### src/rtl/scc_pkg.sv
// Shared constants for the SCC core front end.
package scc_pkg;

    localparam int                 INSTR_W      = 32;
    localparam int                 DEF_ADDR_W   = 32;
    localparam logic [31:0]        DEF_RESET_PC = 32'h0000_0000;
    localparam int                 DEF_PC_STEP  = 4;

    // All-zero word; it is what decode sees on instruction out of reset.
    localparam logic [INSTR_W-1:0] NOP_INSTR    = '0;

endpackage

### src/rtl/fetch_fifo.sv
// Small synchronous FIFO of {pc, instr} entries; flush beats push.
module fetch_fifo #(
    parameter int                DEPTH     = 2,
    parameter int                DATA_W    = 64,
    parameter logic [DATA_W-1:0] RESET_VAL = '0,
    localparam int               CNT_W     = $clog2(DEPTH + 1),
    localparam int               PTR_W     = $clog2(DEPTH)
) (
    input  logic              clk,
    input  logic              reset,
    input  logic              push,
    input  logic              pop,
    input  logic              flush,
    input  logic [DATA_W-1:0] wdata,
    output logic [DATA_W-1:0] rdata,
    output logic              full,
    output logic              empty,
    output logic [CNT_W-1:0]  count
);

    logic [DATA_W-1:0] mem_q [DEPTH];
    logic [PTR_W-1:0]  wr_q, rd_q;
    logic [CNT_W-1:0]  count_q;

    // Explicit wrap so DEPTH need not be a power of two.
    function automatic logic [PTR_W-1:0] ptr_inc(input logic [PTR_W-1:0] p);
        return (p == PTR_W'(DEPTH - 1)) ? '0 : p + 1'b1;
    endfunction

    always_ff @(posedge clk or posedge reset) begin
        if (reset) begin
            wr_q    <= '0;
            rd_q    <= '0;
            count_q <= '0;
            for (int i = 0; i < DEPTH; i++) mem_q[i] <= RESET_VAL;
        end else if (flush) begin
            wr_q    <= '0;
            rd_q    <= '0;
            count_q <= '0;
        end else begin
            if (push) begin
                mem_q[wr_q] <= wdata;
                wr_q        <= ptr_inc(wr_q);
            end
            if (pop) rd_q <= ptr_inc(rd_q);
            count_q <= count_q + CNT_W'(push) - CNT_W'(pop);
        end
    end

    assign rdata = mem_q[rd_q];
    assign full  = (count_q == CNT_W'(DEPTH));
    assign empty = (count_q == '0);
    assign count = count_q;

endmodule

### src/rtl/fetch_unit.sv
// Instruction fetch front end: PC, sync imem request, queue to decode, redirect flush.
module fetch_unit
    import scc_pkg::*;
#(
    parameter int                ADDR_W     = DEF_ADDR_W,
    parameter logic [ADDR_W-1:0] RESET_PC   = ADDR_W'(DEF_RESET_PC),
    parameter int                PC_STEP    = DEF_PC_STEP,
    parameter int                FIFO_DEPTH = 2
) (
    input  logic               clk,
    input  logic               reset,
    output logic [ADDR_W-1:0]  in_mem_addr,
    output logic               in_mem_en,
    input  logic [INSTR_W-1:0] in_mem,
    input  logic               stall,
    input  logic               branch_valid,
    input  logic [ADDR_W-1:0]  branch_target,
    output logic [INSTR_W-1:0] instruction,
    output logic [ADDR_W-1:0]  instr_pc,
    output logic               instr_valid,
    input  logic               instr_ready
);

    localparam int CNT_W   = $clog2(FIFO_DEPTH + 1);
    localparam int ENTRY_W = ADDR_W + INSTR_W;

    logic [ADDR_W-1:0]  pc_q, pc_d;
    logic [ADDR_W-1:0]  inflight_pc_q, inflight_pc_d;
    logic               inflight_q, inflight_d;
    logic               issue, kill;
    logic               fifo_push, fifo_pop, fifo_full, fifo_empty;
    logic [CNT_W-1:0]   fifo_count;
    logic [CNT_W:0]     occupancy;
    logic [ENTRY_W-1:0] head;

    assign fifo_pop  = instr_valid && instr_ready;
    // A response landing in the redirect cycle belongs to the old path.
    assign kill      = inflight_q && branch_valid;
    assign fifo_push = inflight_q && !kill && (!fifo_full || fifo_pop);

    // Reserve a slot for the outstanding word so a landing response always fits.
    assign occupancy = {1'b0, fifo_count} + (CNT_W+1)'(inflight_q) - (CNT_W+1)'(fifo_pop);
    assign issue     = !reset && !stall && !branch_valid
                       && (occupancy < (CNT_W+1)'(FIFO_DEPTH));

    always_comb begin
        pc_d          = pc_q;
        inflight_pc_d = inflight_pc_q;
        inflight_d    = issue;
        if (branch_valid) begin
            pc_d = branch_target;
        end else if (issue) begin
            pc_d          = pc_q + ADDR_W'(PC_STEP);
            inflight_pc_d = pc_q;
        end
    end

    always_ff @(posedge clk or posedge reset) begin
        if (reset) begin
            pc_q          <= RESET_PC;
            inflight_pc_q <= '0;
            inflight_q    <= 1'b0;
        end else begin
            pc_q          <= pc_d;
            inflight_pc_q <= inflight_pc_d;
            inflight_q    <= inflight_d;
        end
    end

    fetch_fifo #(
        .DEPTH     (FIFO_DEPTH),
        .DATA_W    (ENTRY_W),
        .RESET_VAL ({ADDR_W'(0), NOP_INSTR})
    ) u_fifo (
        .clk   (clk),
        .reset (reset),
        .push  (fifo_push),
        .pop   (fifo_pop),
        .flush (branch_valid),
        .wdata ({inflight_pc_q, in_mem}),
        .rdata (head),
        .full  (fifo_full),
        .empty (fifo_empty),
        .count (fifo_count)
    );

    assign in_mem_addr = pc_q;
    assign in_mem_en   = issue;
    assign instr_valid = !fifo_empty;
    assign instruction = head[INSTR_W-1:0];
    assign instr_pc    = head[ENTRY_W-1 -: ADDR_W];

endmodule

### config.mk
export PLATFORM = sky130hd
export DESIGN_NAME = fetch_unit
export DESIGN_NICKNAME = d
export VERILOG_FILES = /design/src/rtl/scc_pkg.sv /design/src/rtl/fetch_fifo.sv /design/src/rtl/fetch_unit.sv
export SDC_FILE = /design/constraint.sdc
export NUM_CORES = 1
export LEC_CHECK = 0
export CAP_MARGIN = 30
export CORE_MARGIN = 2
export CORE_UTILIZATION = 56
export CTS_CLUSTER_DIAMETER = 100
export DETAILED_ROUTE_END_ITERATION = 8
export HOLD_SLACK_MARGIN = 0.12
export PLACE_DENSITY = 0.85
export RECOVER_POWER = 100
export REMOVE_ABC_BUFFERS = 1
export SLEW_MARGIN = 20
export SYNTH_ARGS = -nofsm -noshare
export SYNTH_HDL_FRONTEND = slang
export SYNTH_SLANG_ARGS = --single-unit
### constraint.sdc
create_clock -name clk -period 12.39 [get_ports clk]
set_input_delay 1.239 -clock clk [delete_from_list [all_inputs] [get_ports clk]]
set_output_delay 1.239 -clock clk [all_outputs]
set_load 0.05 [all_outputs]
Word-level counts from Yosys, hierarchy flattened
Cells that the tools add are included. W data, S select, Z words.

Flip-flop bits (word level): 197. Bits of input ports: 69. Word-level logic and storage cells: 59.

$add $sub $neg: 7. $lt $le $gt $ge: 4. Equal/unequal tests: 1. Muxes and demuxes: 15. Bitwise gates (word level): 3. Reductions and logical operators: 21.

Operators with widths (number): $mux W64 (4); $bwmux W128 (1); $demux W64 S1 (1); $mux W32 (2); $add A32 B3 Y32 const B (1); $logic_and A1 B1 Y1 (8); $logic_not A1 Y1 (6); $mux W1 (6); $reduce_bool A2 Y1 (3); $ge A2 B2 Y1 const B (2); $not A1 Y2 (2); $reduce_and A2 Y1 (2); $add A2 B1 Y3 (1); $lt A3 B2 Y1 const B (1); $sub A3 B1 Y3 (1); $add A1 B1 Y1 const B (2); $add A2 B1 Y2 (1); $eq A2 B2 Y1 const B (1); $logic_not A2 Y1 (1); $lt A2 B1 Y1 const B (1); $mux W2 (1); $sub A2 B1 Y2 (1); $logic_or A1 B1 Y1 (1); $not A1 Y1 (1).

Depth between registers and ports, before layout
Gate-level depths: netlist (run 1).

Word-level depth: 8. Mapped depth: 15.

Modules after synthesis
From an unflattened synthesis (run 1), not the netlist that was laid out.

Cells, all modules: 730. Area, all modules: 9275.1 um^2.

By module, submodules not included: fetch_fifo (times used 1, cells each 361, area an instance 6062.1 um^2, seq. area each 3303.2 um^2); fetch_unit (times used 1, cells each 369, area an instance 3213.1 um^2, seq. area each 1626.6 um^2).

Worst setup path after synthesis (run 1)
OpenSTA, ideal clock, no wires.

Path kind: input -> output. Start point: input instr_ready. End point: output in_mem_en. Arrival time: 3550 ps. Setup slack: 7601 ps. Stages on the path: 11. Path through: and2_1 > ha_1 > inv_1 > nand2_1 > fa_1 > or4b_1 > or2_1 > buf_6 > inv_6 > buf_4 > buf_2.

Longest elaborated chain between the ends: 4.

Ends and longest elaborated chain: start, declared (RTL line fetch_unit.sv:21) `input logic instr_ready`; $logic_and A1 B1 Y1 (RTL line fetch_unit.sv:36) `assign fifo_pop = instr_valid && instr_ready;`; $sub A3 B1 Y3 (RTL line fetch_unit.sv:42) `assign occupancy = {1'b0, fifo_count} + (CNT_W+1)'(inflight_q) - (CNT_W+1)'(fifo_pop);`; $lt A3 B2 Y1 (RTL line fetch_unit.sv:44) `&& (occupancy < (CNT_W+1)'(FIFO_DEPTH));`; $logic_and A1 B1 Y1 (RTL line fetch_unit.sv:44); end, declared (RTL line fetch_unit.sv:13) `output logic in_mem_en,`.

No other way between the ends.

Final worst setup path (run 1)
Start point: input branch_valid. End point: output in_mem_en.

Longest elaborated chain between the ends: 3.

Ends and longest elaborated chain: start, declared (RTL line fetch_unit.sv:16) `input logic branch_valid,`; $logic_not A1 Y1 (RTL line fetch_unit.sv:43) `assign issue = !reset && !stall && !branch_valid`; $logic_and A1 B1 Y1 (RTL line fetch_unit.sv:43); $logic_and A1 B1 Y1 (RTL line fetch_unit.sv:44).

No other way between the ends.

==> results of run 1 <==
## sequential cells by signal, indices dropped and copies added (netlist names)
register       cells
in_mem_addr       32
u_fifo.rd_q        1
inflight_q         1
u_fifo.count       2
inflight_pc_q     32
u_fifo.mem_q     128
u_fifo.wr_q        1
## worst max-delay path, stage by stage
cell and delay (ps):
dlygate4sd3_1 520, clkbuf_1 1390, or4b_1 270, or2_2 100, clkbuf_1 1980, inv_6 530
dlygate4sd3_1 1000
## final timing paths
check	end	slack [ps]	depth (start not counted)
setup / recovery	in_mem_en	4070	7
hold / removal	inflight_pc_q[11]	500	2
setup reg to reg	in_mem_addr[5]	6290	15
hold reg to reg	inflight_pc_q[11]	500	2
max in group asynchronous	u_fifo.mem_q[28]	4490	4
min in group asynchronous	u_fifo.wr_q	2870	2
## through the flow
stage               instance area, um^2  util (%)  total power, mW  setup WS [ps]
finish                            11230     71.72            2.950           4067
detailed placement                10700     68.35            2.455           6067
CTS                               11300     72.18            3.021           6062
global placement                  10680     68.22            2.421           6136
floorplan                          8680         -            2.012           5782
global route                      11230     71.72            3.097           3004
## cell usage in the layout (no fill, tap or decap), types with 4 or more instances in the layout
cell type and n:
nand4_1 11, dfrtp_1 196, clkbuf_1 9, clkbuf_16 17, a21oi_1 7, o21ai_0 20, or4_1 7, inv_1 8
clkdlybuf4s50_1 67, mux2_2 194, ha_1 4, o211ai_1 10, and2_1 4, dlygate4sd3_1 99, nor2_1 18, nand3_1 19
clkinv_2 5, nand2_1 132, o311ai_0 12
## metal layers
metal  global-route usage (%)  wire, um  vias to the layer above
met5                        0         0                        -
met4                    7.780       229                        0
met3                    4.592       958                       21
met2                    39.21      9645                      184
met1                    32.94      8937                     3132
li1                         -         -                     2892
## report_power, final
group | internal, mW | total (mW) | switching [mW]
registers | 0.884 | 1.04 | 0.159
clock network | 0.322 | 0.558 | 0.236
logic | 0.525 | 1.35 | 0.823
## cell type report
type                            instances  share of cell area, %
Sequential cell                       197                  43.92
Multi-Input combinational cell        480                  32.88
Timing Repair Buffer                  174                  15.07
Clock buffer                           19                  3.945
Tap cell                              216                  2.407
Clock inverter                         13                  1.393
Inverter                               10                 0.3900
## cell families after synthesis
family,after synthesis
AOI/OAI and AO/OA,66
xor gates and xnor gates,4
adders and majority gates,5
buffers and inverters,52
DFF,197
muxes,194
and+or+nand+nor,211
==> summary.md, run 1 <==
| Metric | Value |
|---|---|
| I/O Buffers | 166 |
| Arrival @ worst endpoint | 7080 ps |
| Routed len/inst | approximately 18 um |
| Startpoint class of the critical path | primary input |
| HP Class | reg -> reg |
| Most common cell in the netlist | dfrtp_1 |
| Clock tree buffer depth | 2 |
| Non-filler instance count after layout | 1109 |
| Critical path required time | 11150 ps |
| Final Cycle Share | ~67% |
| Worst VDD drop | around 0.00015 V |
| Largest family of logic cells by synthesized area | multiplexers |
| Multi-input logic area | 3692 um^2 |
| Pins over their slew limit | 479 |
| Status | finished, violations left |
| DR iter-0 viols | 476 |
| Post-synthesis mux area share | 24.63% |
| Cts repair resizes | 0 |
| Dpl hpwl | 12640 um |
| Crit. Startpoint | branch_valid |
| RSZ-0062 raised after global routing | no |
| Largest area contributor in the netlist | dfrtp_1 |
| Mapped Area | 8871 um^2 |
| Final Critical Period | 8323 ps |
| CTS tree | yes |
| Post-synthesis average cell area | 12.17 um^2 |
| Hold_ws | 495.9 ps |
| Mapped Cells | 729 |
| Setup Fix Bufs, Post-CTS | 0 |
| Crit path kind | in -> out |
| Vias | 6229 |
| First-pass GRT wire length | approximately 32000 um |
| Total Routing Usage GR | 24.05% |
| Initial Util | a little under three fifths |
| Synth top area share | between 50% and 60% |
| DIE AREA | 16860 um^2 |
| Fillcell total | 1160 |
| Slew @ Worst Pin | 5047 ps |
| CTS HTree Levels | 4 |
| # clock sinks | 197 |
| Avg Vias per Cell | 5.617 |
| Endpoints failing hold | 0 |
| Setup violators final | 0 |
| Fmax | 120.1 MHz |
| Ant diodes | 0 |
| Synthesis warning total | 0 |
| Simple-Gate Fraction of Synth Area | a little over a tenth |
| Syn-to-layout area delta | 26.57% |
| Clock-pin slew on the worst setup and hold paths | 70 ps |
| Synth area leaders | dfrtp_1 56%, mux2_2 25%, nand2_1 5.6% |
| Lkg Pwr | approximately 5.2 nW |
| Post-synthesis compound-gate area fraction | 5.120% |
| Layout cell share with drive strength beyond 1 | 26.20% |
| Post-synthesis adder-cell area fraction | 0.7898% |
| Initial antenna violation count | 0 |
| Remaining DRCs | 0 |
| Final wirelength | 19770 um |
| Reg2reg start | u_fifo.count[1] |
| Total I/O pin count | 167 |
| Core Footprint | 15660 um^2 |
| Pre-Repair DR Iteration Count | 6 |
| Chip width | 129.9 um |
| Die Y | 129.9 um |
| Hold bufs inserted after CTS | 0 |
| Dpl cells | 1076 |
| Worst-Skew Late Latency | approximately 430 ps |
| Slew margin rel. | -238.3% |
| Rows | 46 |
| Sequential share of the synthesized area | 55.57% |
| Num CTS Buffers | 17 |
| Largest net degree at the start of global routing | 116 |
| Startpoint of the worst hold path | inflight_pc_q[11] |
| Failing checks | max-capacitance violations, max-slew violations |
| Maxcap violations | 9 |
| Clock Tree Root | clkbuf_16 |
| Cell variety after synth | 48 |
| Post-synth ARST share | 100.0% |
| Register area | between 4000 and 5000 um^2 |
| Top cells by count, synth | 197 x dfrtp_1, 194 x mux2_2, 132 x nand2_1, 21 x clkbuf_1, 20 x o21ai_0 |
| Endpoint class of the critical path | output port |
| Number of synthesized register bits | ~200 |
| Power per cell area | 262.7 nW/um^2 |
| XOR/XNOR Fraction of Synth Area | less than 1% |
| Setup Skew | just under 10 ps |
| TNS Setup | 0 ps |
| Critical Path Fanout Max | slightly above 60 |
| Vias in the first global route | 6232 |
| Global route overflow | 0 |
| Nets@finish | between 900 and 1000 |
| Synth Flop Type | dfrtp_1 |
| Antenna viol nets, final | 0 |
| Final RePlAce weighted congestion | approximately 0.77 |
| Post-synth EDFFs | 0 |
(Power assumes the default switching activity.)
==> run 2, diff against run 1 <==
CORE_UTILIZATION = 47   (was 56)
PLACE_DENSITY = 0.76   (was 0.85)
clock period = 7.4 ns   (was 12.39 ns; I/O delays follow)
==> summary.md, run 2 (synthesis gave the netlist of run 1 again) <==
| Metric | Value |
|---|---|
| Final Cycle Share | 77.31% |
| Num CTS Buffers | 17 |
| Status | finished, violations left |
| Core Footprint | ~19000 um^2 |
| Worst VDD drop | 0.0002670 V |
| DIE AREA | 19990 um^2 |
| Setup violators final | 0 |
| I/O Buffers | approximately 170 |
| RSZ-0062 raised after global routing | no |
| Total Routing Usage GR | 20.37% |
| Antenna viol nets, final | 0 |
| Critical path required time | 7700 ps |
| Pre-Repair DR Iteration Count | 7 |
| Reg-to-reg critical path endpoint | in_mem_addr[21] |
| Clock tree buffer depth | 2 |
| Chip width | 141.4 um |
| TNS Setup | 0 ps |
| Crit. Startpoint | branch_valid |
| Lkg Pwr | around 5.2 nW |
| Max FFs per register | ~130 |
| Most frequent cells in the layout | 196 x dfrtp_1, 194 x mux2_2, 132 x nand2_1 |
| Grt met3 use | 3.814% |
| Routed len/inst | 17.61 um |
| Most common cell after layout, fill and taps aside | dfrtp_1 |
| Syn-to-layout area delta | 27.69% |
| Post-route cell area | 11330 um^2 |
| Clock-pin slew on the worst setup and hold paths | 60 ps |
| Setup Fix Bufs, Post-CTS | 0 |
| R2R Setup Slk | 3120 ps |
| Failing checks | max-capacitance violations, max-slew violations |
| First-pass GRT wire length | 32420 um |
| Vias in the first global route | about 6000 |
| Fmax | 174.8 MHz |
| Layout cell share with drive strength beyond 1 | a little over a quarter |
| Slew @ Worst Pin | 2516 ps |
| Cts repair resizes | 0 |
| Avg Vias per Cell | 5.468 |
| Initial Util | 47.58% |
| Arrival @ worst endpoint | roughly 6000 ps |
| Final Critical Period | 5721 ps |
| Final RePlAce weighted congestion | slightly below 0.8 |
| Clock Tree Root | clkbuf_16 |
| Startpoint class of the critical path | primary input |
| Setup Skew | 15.72 ps |
| CTS tree | yes |
| Crit-path cells | dlygate4sd3_1 > clkbuf_1 > inv_1 > o311a_1 > nand2_1 > clkbuf_2 > mux2_2 |
| Met1 usage | 27.91% |
| Critical Path Fanout Max | 45 |
| Total I/O pin count | 167 |
| Largest net degree at the start of global routing | 121 |
| Maxcap violations | 4 |
| Reg2reg start | u_fifo.count[1] |
| Max stage delay on crit path | 1370 ps |
| Final wirelength | 19790 um |
| DP Area | 10730 um^2 |
| Pins over their slew limit | approximately 190 |
| Slowest-stage cell, CP | clkbuf_1 |
| Rows | 50 |
| Worst-Skew Late Latency | 430 ps |
| Crit path kind | in -> reg |
| DR iter-0 viols | roughly 360 |
| GRT busiest layer | met2 |
| Die Y | between 100 and 150 um |
| HP Class | reg -> reg |
| # clock sinks | 197 |
| Remaining DRCs | 0 |
| Dpl hpwl | 12430 um |
| Tot Pwr | roughly 5 mW |
| GR Util met2 | 33.60% |
| FF-to-FF path depth | 15 |
| Vias | 6146 |
| Ant diodes | 0 |
| CTS HTree Levels | 4 |
| Global route overflow | 0 |
| Initial antenna violation count | 0 |
| Hold bufs inserted after CTS | 0 |
| Slew margin rel. | -67.76% |
| Nets@finish | 954 |
| Endpoint class of the critical path | flop |
| Endpoints failing hold | 0 |
| Power per cell area | 440.3 nW/um^2 |
| Critical Path Sink | u_fifo.mem_q[23] |
| Biggest register | u_fifo.mem_q |
## run 2: cell count changes in the layout (fill, tap and decap cells not counted), moves of 2 or more
cell / change
clkbuf_1: -3
bufinv_16: +2
clkinv_2: -5
clkbuf_2: +2
clkinv_4: -2
## run 2: how the worst min path moves through the flow
| stage | from | end | depth (start not counted) |
|---|---|---|---|
| global route | u_fifo.mem_q[37] | u_fifo.mem_q[37] | 1 |
| global placement | u_fifo.mem_q[10] | u_fifo.mem_q[10] | 1 |
| detailed placement | inflight_pc_q[2] | inflight_pc_q[2] | 2 |
| finish | inflight_pc_q[16] | inflight_pc_q[16] | 2 |
| floorplan | inflight_pc_q[0] | inflight_pc_q[0] | 2 |
| CTS | u_fifo.mem_q[41] | u_fifo.mem_q[41] | 1 |
## run 2: layout make-up
cell class              instances  area (um^2)
well taps                     234        292.8
flip-flops and latches        197         4933
multi-input cells             480         3695
inverters                      10        50.05
clock inverters                 8        173.9
repair buffers                174         1722
clock buffers                  21        460.4
fillers                      1548         7316
## run 2: routing by layer
layer,vias to the layer above,part of all wire (%)
li1,2880,-
met3,16,5.5
met2,171,49
met5,-,0
met4,0,1.2
met1,3079,44
## run 2: stage by stage
| stage | hold WS [ps] | setup slack (ps) | instances | utilization [%] |
|---|---|---|---|---|
| final | 498.4 | 1679 | 1124 | 60.76 |
| after global routing | 514.9 | 1162 | 1124 | 60.76 |
| after CTS | 502.1 | 2079 | 1122 | 60.93 |
| after detailed placement | 484.8 | 2089 | 1093 | 57.53 |
| after global placement | 480.9 | 2136 | 1092 | 57.38 |
| after floorplan | 459.2 | 1291 | 687 | - |
## run 2: power by group
group | leakage (nW) | switching, mW | total, mW | internal (mW)
combinational | 2.38 | 1.37 | 2.24 | 0.871
clock | 0.302 | 0.387 | 1.00 | 0.614
sequential | 2.55 | 0.266 | 1.75 | 1.48
total | 5.23 | 2.02 | 4.99 | 2.97
## run 2: worst max-delay path, delay by kind of cell
| family | cells | cell delay [ps] |
|---|---|---|
| buffers and inverters | 4 | 3650 |
| and+or+nand+nor | 1 | 740 |
| muxes | 1 | 430 |
| AOI/OAI and AO/OA | 1 | 380 |
